File: src/rtl/sata_rx_link_ctrl_if.sv
// Signal bundle between the SATA receive link controller and its neighbours
// (PHY receive path, FIS buffer, CRC checker, transmit primitive mux).
interface sata_rx_link_ctrl_if;
    // Handshake semantics: buf_ready is a level; while low the link asks the
    // far end to HOLD. crc_val is a one-cycle strobe and crc_ok is meaningful
    // only in that cycle. rx_datak qualifies every rx_data dword (1 = primitive).
    logic        link_up;
    logic [31:0] rx_data;
    logic        rx_datak;
    logic        buf_ready;
    logic        crc_val;
    logic        crc_ok;
    logic [31:0] tx_data;
    logic        tx_datak;
    logic        busy;
    logic        frame_good;
    logic        frame_bad;
    logic        frame_abort;
    logic [2:0]  state_dbg;

    modport master (
        output link_up, rx_data, rx_datak, buf_ready, crc_val, crc_ok,
        input  tx_data, tx_datak, busy, frame_good, frame_bad, frame_abort, state_dbg
    );

    modport slave (
        input  link_up, rx_data, rx_datak, buf_ready, crc_val, crc_ok,
        output tx_data, tx_datak, busy, frame_good, frame_bad, frame_abort, state_dbg
    );
endinterface

File: src/rtl/sata_rx_link_ctrl.sv
// Receive-side SATA link-layer controller: answers the incoming primitive
// stream with SYNC/R_RDY/R_IP/HOLD/HOLDA/R_OK/R_ERR and flags frame outcome.
module sata_rx_link_ctrl #(
    parameter int CRC_TIMEOUT = 64
) (
    input logic                 clk,
    input logic                 reset,
    sata_rx_link_ctrl_if.slave  bus
);

    localparam logic        DWORD_IS_PRIM = 1'b1;
    localparam logic [31:0] SYNC_PRIM  = 32'hB5B5_957C;
    localparam logic [31:0] X_RDY_PRIM = 32'h5757_B57C;
    localparam logic [31:0] R_RDY_PRIM = 32'h4A4A_957C;
    localparam logic [31:0] SOF_PRIM   = 32'h3737_B57C;
    localparam logic [31:0] EOF_PRIM   = 32'hD5D5_B57C;
    localparam logic [31:0] R_IP_PRIM  = 32'h5555_B57C;
    localparam logic [31:0] HOLD_PRIM  = 32'hD5D5_AA7C;
    localparam logic [31:0] HOLDA_PRIM = 32'h9595_AA7C;
    localparam logic [31:0] R_OK_PRIM  = 32'h3535_B57C;
    localparam logic [31:0] R_ERR_PRIM = 32'h5656_B57C;

    localparam int CW = $clog2(CRC_TIMEOUT) + 1;

    typedef enum logic [2:0] {
        S_IDLE, S_READY, S_RECEIVE, S_HOLD, S_CHECK, S_GOOD, S_BAD
    } state_t;

    state_t          state_q, state_d;
    logic [CW-1:0]   cnt_q;
    logic [31:0]     tx_q, tx_d;
    logic            busy_q;
    logic            good_q, good_d;
    logic            bad_q, bad_d;
    logic            abort_q, abort_d;
    logic            send_holda;

    logic rx_is_prim, rx_sync, rx_xrdy, rx_sof, rx_eof, rx_hold;
    logic in_frame, timeout_hit;

    // Data dwords never match because every primitive check requires datak.
    assign rx_is_prim  = (bus.rx_datak == DWORD_IS_PRIM);
    assign rx_sync     = rx_is_prim && (bus.rx_data == SYNC_PRIM);
    assign rx_xrdy     = rx_is_prim && (bus.rx_data == X_RDY_PRIM);
    assign rx_sof      = rx_is_prim && (bus.rx_data == SOF_PRIM);
    assign rx_eof      = rx_is_prim && (bus.rx_data == EOF_PRIM);
    assign rx_hold     = rx_is_prim && (bus.rx_data == HOLD_PRIM);
    assign in_frame    = (state_q == S_RECEIVE) || (state_q == S_HOLD) || (state_q == S_CHECK);
    assign timeout_hit = (cnt_q == CW'(CRC_TIMEOUT - 1));

    always_comb begin
        state_d    = state_q;
        good_d     = 1'b0;
        bad_d      = 1'b0;
        abort_d    = 1'b0;
        send_holda = 1'b0;
        if (!bus.link_up) begin
            state_d = S_IDLE;
            abort_d = in_frame;
        end else if (rx_sync) begin
            state_d = S_IDLE;
            abort_d = in_frame;
        end else begin
            case (state_q)
                S_IDLE:  if (rx_xrdy) state_d = S_READY;
                S_READY: if (rx_sof)  state_d = S_RECEIVE;
                S_RECEIVE: begin
                    // EOF outranks back-pressure: the frame is already complete.
                    if (rx_eof)              state_d = S_CHECK;
                    else if (!bus.buf_ready) state_d = S_HOLD;
                    else if (rx_hold)        send_holda = 1'b1;
                end
                S_HOLD: begin
                    if (rx_eof)             state_d = S_CHECK;
                    else if (bus.buf_ready) state_d = S_RECEIVE;
                end
                S_CHECK: begin
                    if (bus.crc_val) begin
                        state_d = bus.crc_ok ? S_GOOD : S_BAD;
                        good_d  = bus.crc_ok;
                        bad_d   = !bus.crc_ok;
                    end else if (timeout_hit) begin
                        state_d = S_BAD;
                        bad_d   = 1'b1;
                    end
                end
                default: ;
            endcase
        end

        case (state_d)
            S_READY:   tx_d = R_RDY_PRIM;
            S_RECEIVE: tx_d = send_holda ? HOLDA_PRIM : R_IP_PRIM;
            S_HOLD:    tx_d = HOLD_PRIM;
            S_CHECK:   tx_d = R_IP_PRIM;
            S_GOOD:    tx_d = R_OK_PRIM;
            S_BAD:     tx_d = R_ERR_PRIM;
            default:   tx_d = SYNC_PRIM;
        endcase
    end

    always_ff @(posedge clk) begin
        if (reset) begin
            state_q <= S_IDLE;
            cnt_q   <= '0;
            tx_q    <= SYNC_PRIM;
            busy_q  <= 1'b0;
            good_q  <= 1'b0;
            bad_q   <= 1'b0;
            abort_q <= 1'b0;
        end else begin
            state_q <= state_d;
            tx_q    <= tx_d;
            busy_q  <= (state_d != S_IDLE);
            good_q  <= good_d;
            bad_q   <= bad_d;
            abort_q <= abort_d;
            // Counter restarts on every CHECK entry and saturates rather than wrapping.
            if (state_d == S_CHECK && state_q != S_CHECK)
                cnt_q <= '0;
            else if (state_q == S_CHECK && cnt_q != {CW{1'b1}})
                cnt_q <= cnt_q + 1'b1;
        end
    end

    assign bus.tx_data     = tx_q;
    assign bus.tx_datak    = DWORD_IS_PRIM;
    assign bus.busy        = busy_q;
    assign bus.frame_good  = good_q;
    assign bus.frame_bad   = bad_q;
    assign bus.frame_abort = abort_q;
    assign bus.state_dbg   = state_q;

endmodule

File: src/flat_wrapper.sv
// flat-port wrapper written by rule: the top's interface ports become plain ports
module sata_rx_link_ctrl_flat 
#(
    parameter int CRC_TIMEOUT = 64
)
  (clk, reset, bus_link_up, bus_rx_data, bus_rx_datak, bus_buf_ready, bus_crc_val, bus_crc_ok, bus_tx_data, bus_tx_datak, bus_busy, bus_frame_good, bus_frame_bad, bus_frame_abort, bus_state_dbg);
  sata_rx_link_ctrl_if bus_i ();
  input logic clk;
  input logic reset;
  input wire logic [$bits(bus_i.link_up)-1:0] bus_link_up;
  input wire logic [$bits(bus_i.rx_data)-1:0] bus_rx_data;
  input wire logic [$bits(bus_i.rx_datak)-1:0] bus_rx_datak;
  input wire logic [$bits(bus_i.buf_ready)-1:0] bus_buf_ready;
  input wire logic [$bits(bus_i.crc_val)-1:0] bus_crc_val;
  input wire logic [$bits(bus_i.crc_ok)-1:0] bus_crc_ok;
  output wire logic [$bits(bus_i.tx_data)-1:0] bus_tx_data;
  output wire logic [$bits(bus_i.tx_datak)-1:0] bus_tx_datak;
  output wire logic [$bits(bus_i.busy)-1:0] bus_busy;
  output wire logic [$bits(bus_i.frame_good)-1:0] bus_frame_good;
  output wire logic [$bits(bus_i.frame_bad)-1:0] bus_frame_bad;
  output wire logic [$bits(bus_i.frame_abort)-1:0] bus_frame_abort;
  output wire logic [$bits(bus_i.state_dbg)-1:0] bus_state_dbg;
  assign bus_i.link_up = bus_link_up;
  assign bus_i.rx_data = bus_rx_data;
  assign bus_i.rx_datak = bus_rx_datak;
  assign bus_i.buf_ready = bus_buf_ready;
  assign bus_i.crc_val = bus_crc_val;
  assign bus_i.crc_ok = bus_crc_ok;
  assign bus_tx_data = bus_i.tx_data;
  assign bus_tx_datak = bus_i.tx_datak;
  assign bus_busy = bus_i.busy;
  assign bus_frame_good = bus_i.frame_good;
  assign bus_frame_bad = bus_i.frame_bad;
  assign bus_frame_abort = bus_i.frame_abort;
  assign bus_state_dbg = bus_i.state_dbg;
  sata_rx_link_ctrl #(.CRC_TIMEOUT(CRC_TIMEOUT)) u_core (.clk(clk), .reset(reset), .bus(bus_i));
endmodule
File: config.mk
export PLATFORM = sky130hd
export DESIGN_NAME = sata_rx_link_ctrl_flat
export DESIGN_NICKNAME = d
export VERILOG_FILES = /design/src/rtl/sata_rx_link_ctrl_if.sv /design/src/rtl/sata_rx_link_ctrl.sv /design/src/flat_wrapper.sv
export SDC_FILE = /design/constraint.sdc
export NUM_CORES = 1
export LEC_CHECK = 0
export ABC_AREA = 1
export BUFFER_PORTS_ARGS = -buffer_cell sky130_fd_sc_hd__buf_2
export CAP_MARGIN = 10
export CORE_MARGIN = 8
export CORE_UTILIZATION = 51
export CTS_BUF_LIST = sky130_fd_sc_hd__clkbuf_4 sky130_fd_sc_hd__clkbuf_8
export DETAILED_ROUTE_END_ITERATION = 7
export GPL_ROUTABILITY_DRIVEN = 0
export PLACE_DENSITY_LB_ADDON = 0.1
export SYNTH_ARGS = -nofsm -noshare
export SYNTH_HDL_FRONTEND = slang
export SYNTH_SLANG_ARGS = --single-unit
File: constraint.sdc
create_clock -name clk -period 2.6 [get_ports clk]
set_input_delay 0.13 -clock clk [delete_from_list [all_inputs] [get_ports clk]]
set_output_delay 0.13 -clock clk [all_outputs]
set_load 0.01 [all_outputs]
# ---- Yosys cells after proc, flatten, opt, wreduce, memory -nomap -nowiden
# Index checks and enable logic that the tools add are counted.
# Widths: inputs -> output; s select.
dict set report totals {
  regBits 46
  out_inout_bits 40
  word_cells 68
}
dict set report classes {
  add_sub_neg 1
  eq_ne 18
  n_mux 24
  n_bitwise 3
  n_reduce_logical 15
}
# op n
set ops {}
lappend ops {{$pmux 32 s6} 1}
lappend ops {{$eq 32x32->1 const B} 3}
lappend ops {{$eq 32x30->1 const B} 1}
lappend ops {{$eq 32x31->1 const B} 1}
lappend ops {{$mux 32} 1}
lappend ops {{$mux 3} 10}
lappend ops {{$pmux 3 s5} 1}
lappend ops {{$eq 3x2->1 const B} 4}
lappend ops {{$eq 3x3->1 const B} 4}
lappend ops {{$mux 1} 10}
lappend ops {{$add 7x1->7 const B} 1}
lappend ops {{$eq 7x6->1 const B} 1}
lappend ops {{$logic_and 1x1->1} 7}
lappend ops {{$ne 7x7->1 const B} 1}
lappend ops {{$eq 3x1->1 const B} 2}
lappend ops {{$reduce_or 5->1} 1}
lappend ops {{$reduce_or 4->1} 1}
lappend ops {{$logic_not 3->1} 1}
lappend ops {{$ne 3x3->1 const B} 1}
lappend ops {{$not 1->1} 3}
lappend ops {{$reduce_bool 3->1} 1}
lappend ops {{$logic_or 1x1->1} 2}
lappend ops {{$mux 2} 1}
lappend ops {{$reduce_or 2->1} 1}
lappend ops {{$logic_not 1->1} 1}

# ---- Depth between registers and ports, before layout
dict set report depth {
  word_depth 10
  ltp_mapped 15
}

# ---- Least setup slack after synthesis
# No wires, ideal clock.
dict set report synth_path {
  path_type {register -> register}
  from {reg u_core.cnt_q[0]}
  to {reg u_core.cnt_q[0]}
  setup_time_ns 0.123
  t_arrival_ns 1.547
  required_time_ns 2.477
  setup_slack_ns 0.930
  path_stages_with_launch 12
  path_buffers 0
  synth_period_minus_slack_ns 1.670
  cell_sequence {dfxtp_1 -> ha_1 -> inv_1 -> nor2_1 -> nand3_1 -> nand2_1 -> o21ai_0 -> nand2_1 -> o21ai_4 -> nand3_2 -> o21ai_4 -> a21oi_1}
}
dict set report synth_via {
  elab_chain_cells 9
  word_cells_on_any_way 12
  classes_between {add/sub: 1; eq/ne: 3; mux: 5; reduce/logical: 3}
}
# item line
set synth_lines {}
lappend synth_lines {{start, declared} sata_rx_link_ctrl.sv:30} ;# logic [CW-1:0] cnt_q;
lappend synth_lines {{start signal, assigned} sata_rx_link_ctrl.sv:122} ;# cnt_q <= cnt_q + 1'b1;
lappend synth_lines {{$eq 7x6->1} sata_rx_link_ctrl.sv:49} ;# assign timeout_hit = (cnt_q == CW'(CRC_TIMEOUT - 1));
lappend synth_lines {{$mux 3} sata_rx_link_ctrl.sv:82} ;# end else if (timeout_hit) begin
lappend synth_lines {{$mux 3} sata_rx_link_ctrl.sv:78} ;# if (bus.crc_val) begin
lappend synth_lines {{$pmux 3 s5} sata_rx_link_ctrl.sv:64} ;# case (state_q)
lappend synth_lines {{$mux 3} sata_rx_link_ctrl.sv:60} ;# end else if (rx_sync) begin
lappend synth_lines {{$mux 3} sata_rx_link_ctrl.sv:57} ;# if (!bus.link_up) begin
lappend synth_lines {{$eq 3x3->1} sata_rx_link_ctrl.sv:119} ;# if (state_d == S_CHECK && state_q != S_CHECK)
lappend synth_lines {{$logic_and 1x1->1} sata_rx_link_ctrl.sv:119}
lappend synth_lines {{$reduce_or 2->1 (no line)} -}
# Parallel ways exist; a longest one is shown, timed or not.
# A chain may end at the register's enable or synchronous reset.

# ---- Worst setup path after layout
# Ends and elaborated chain as after synthesis.

==> impl_results.md <==
* Status: complete, no violations
* Leakage at 0.927 nW
* Largest fanout on the critical path at 8
* Die X at 71.3 um
* Critical Path End Type: flip-flop
* GRT Total Usage at 13.8%
* Worst path required time at 2.82 ns
* CORE AREA at 0.00298 mm^2
* Clock-pin slew on the worst setup and hold paths at 0.12 ns
* Register area share after synthesis at 30.8%
* Final setup TNS at 0 ns
* Remaining global-route overflow at 0
* FMAX at 533 MHz
* RSZ-0062 raised after global routing: false
* CTS buffer count at 3
* Peak supply drop at 298 uV
* Yosys cell types at 28
* Post-Syn Instances at 243
* Largest net degree at the start of global routing at 15
* Area grow syn2layout at 18.3%
* Worst skew pair latency at 0.32 ns
* Final Hold Fails at 0
* CTS tree: done
* Clk Tree Root Cell: clkbuf_4
* Crit path largest cell delay at 0.36 ns
* Vias per cell at 4.64
* # DRC at 0
* # diodes at 0
* Max-slew violations at 0
* Htree depth at 1
* Die ar. at 0.00508 mm^2
* Commonest non-fill, non-tap cell in the layout: buf_2
* Synthesized area per cell at 6.41 um^2
* Final instance area at 0.00184 mm^2
* Vias in the first global route at 1,432
* Post-route ant nets at 0
* Crit path max-delay family: compound AO/OA/AOI/OAI gates
* Via count at 1,541
* Cell Area, Placed at 0.00179 mm^2
* CP max-delay cell: dfxtp_1
* Clk sinks at 24
* Share of the synthesized area in the top cell type at 30.8%
* Clk buf depth at 2
* Initial antenna violation count at 0
* Hold Path Class: input pin to flip-flop
* Fin crit period at 1.88 ns
* Critical Path Source Type: flip-flop
* DRT iter0 DRCs at 45
* Starting density of the core at 52.3%
* Yosys synthesis warning count at 0
* Port Buf Inserts at 67
* Top area cells in the synthesized netlist: dfxtp_1 (31%), nand2_1 (13%), buf_4 (11%)
* Crit path DAT at 2.10 ns
* Routed wire length per instance at 10.5 um
* FP Rows at 20
* Number of nets in the layout at 340
* Post-synthesis instance area at 0.00156 mm^2
* Overall power at 0.709 mW
* Yosys reg bits at 24
* # Max-Cap Violations at 0
* Cts hold-fix bufs at 0
* CTS resizes at 0
* Tcrit/Tclk final at 72.2%
* Power Density at 385 mW/mm^2
* Die Ht at 71.3 um
* I/O pin cnt at 79
* DP HPWL at 3030 um
* Setup Buffers After CTS at 0
* Fraction of layout cells with a size suffix above 1 at 28.1%
* First-pass GRT wire length at 5840 um
* Fillers at 300
* DR pass1 iterations at 4
* Critical-path cell list: ha_1 > inv_1 > nor2_1 > nand3_1 > nand2_1 > o21ai_0 > nand2_1 > o21ai_4 > nand3_2 > o21ai_4 > a21oi_1
* Area leader, netlist: dfxtp_1
* Buffer and inverter count on the worst path at 1
* Clock skew at 0.00443 ns
* Most frequent cells in the layout: buf_2 (67), nand2_1 (53), nor2_1 (42)
* Crit path kind: flip-flop to flip-flop
* Finish-stage setup viols at 0
* Final Routed Wirelength at 3500 um
* Fin Hold WS at 0.0586 ns
==> stage by stage <==
stage	cells	util, %	setup WS [ns]
after floorplan	252	-	0.930
after global placement	328	60.1	0.807
after detailed placement	328	60.1	0.750
after CTS	332	61.9	0.733
after global routing	332	61.9	0.582
final	332	61.9	0.723
==> layout make-up <==
type | instances | area (um^2) | area share (%)
multi-input cells | 166 | 791 | 42.9
inverters | 38 | 143 | 7.74
repair buffers | 67 | 335 | 18.2
clock inverters | 1 | 30.0 | 1.63
well taps | 33 | 41.3 | 2.24
clock buffers | 3 | 22.5 | 1.22
flip-flops and latches | 24 | 480 | 26.1
==> state kept, by name (all words and copies together), names as in the netlist <==
signal                  cells
u_core.bus.frame_bad        1
u_core.bus.frame_abort      1
u_core.bus.frame_good       1
u_core.bus.state_dbg        3
u_core.cnt_q                7
u_core.bus.tx_data         10
u_core.bus.busy             1
==> path summary, 6_finish.rpt <==
kind / startpoint / depth (start not counted) / to / slack [ns]
setup / recovery: u_core.cnt_q[0] / 11 / u_core.cnt_q[0] / 0.72
hold / removal: bus_crc_ok / 3 / u_core.bus.frame_good / 0.06
setup reg to reg: u_core.cnt_q[0] / 11 / u_core.cnt_q[0] / 0.72
hold reg to reg: u_core.cnt_q[1] / 2 / u_core.cnt_q[1] / 0.49
==> logic make-up (layout without fill, tap and decap cells) <==
group,Yosys count,after routing,synth area share (%)
simple gates,128,128,35.6
buf+inv,62,109,20.6
flops,24,24,30.8
compound gates,22,22,9.48
xor+xnor,4,4,2.25
other cells,2,11,0.482
fa+ha+maj,1,1,0.803
==> worst reg2reg max path, delay by kind of cell (launching register included) <==
| family | cells | cell delay, ns |
|---|---|---|
| and+or+nand+nor | 5 | 0.44 |
| adders and majority gates | 1 | 0.22 |
| DFF | 1 | 0.36 |
| AOI/OAI and AO/OA | 4 | 0.68 |
| buffers and inverters | 1 | 0.07 |
==> per-layer routing <==
layer	routed length, um	track usage, %	vias to the layer above
li1	-	-	829
met1	1530	14.8	657
met2	1600	23.8	50
met3	329	5.72	5
met4	34	4.16	0
met5	0	0	-
==> power by group <==
part,switching [mW],internal (mW),leakage [nW]
sequential,0.00000000000818,0.368,0.193
combinational,0.0426,0.0308,0.706
clock,0.112,0.156,0.0279
total,0.154,0.555,0.927
==> cell usage after synthesis (all sizes together) <==
cell    count
or2         1
o211ai      1
a21oi      11
nor2       45
buf        24
nor3        6
nand3      17
conb        2
o21ai       7
ha          1
a211oi      1
xor2        2
xnor2       2
a31oi       2
inv        38
nand4       4
dfxtp      24
nand2      54
nor4        1
Power figures use the tool's default switching activity.
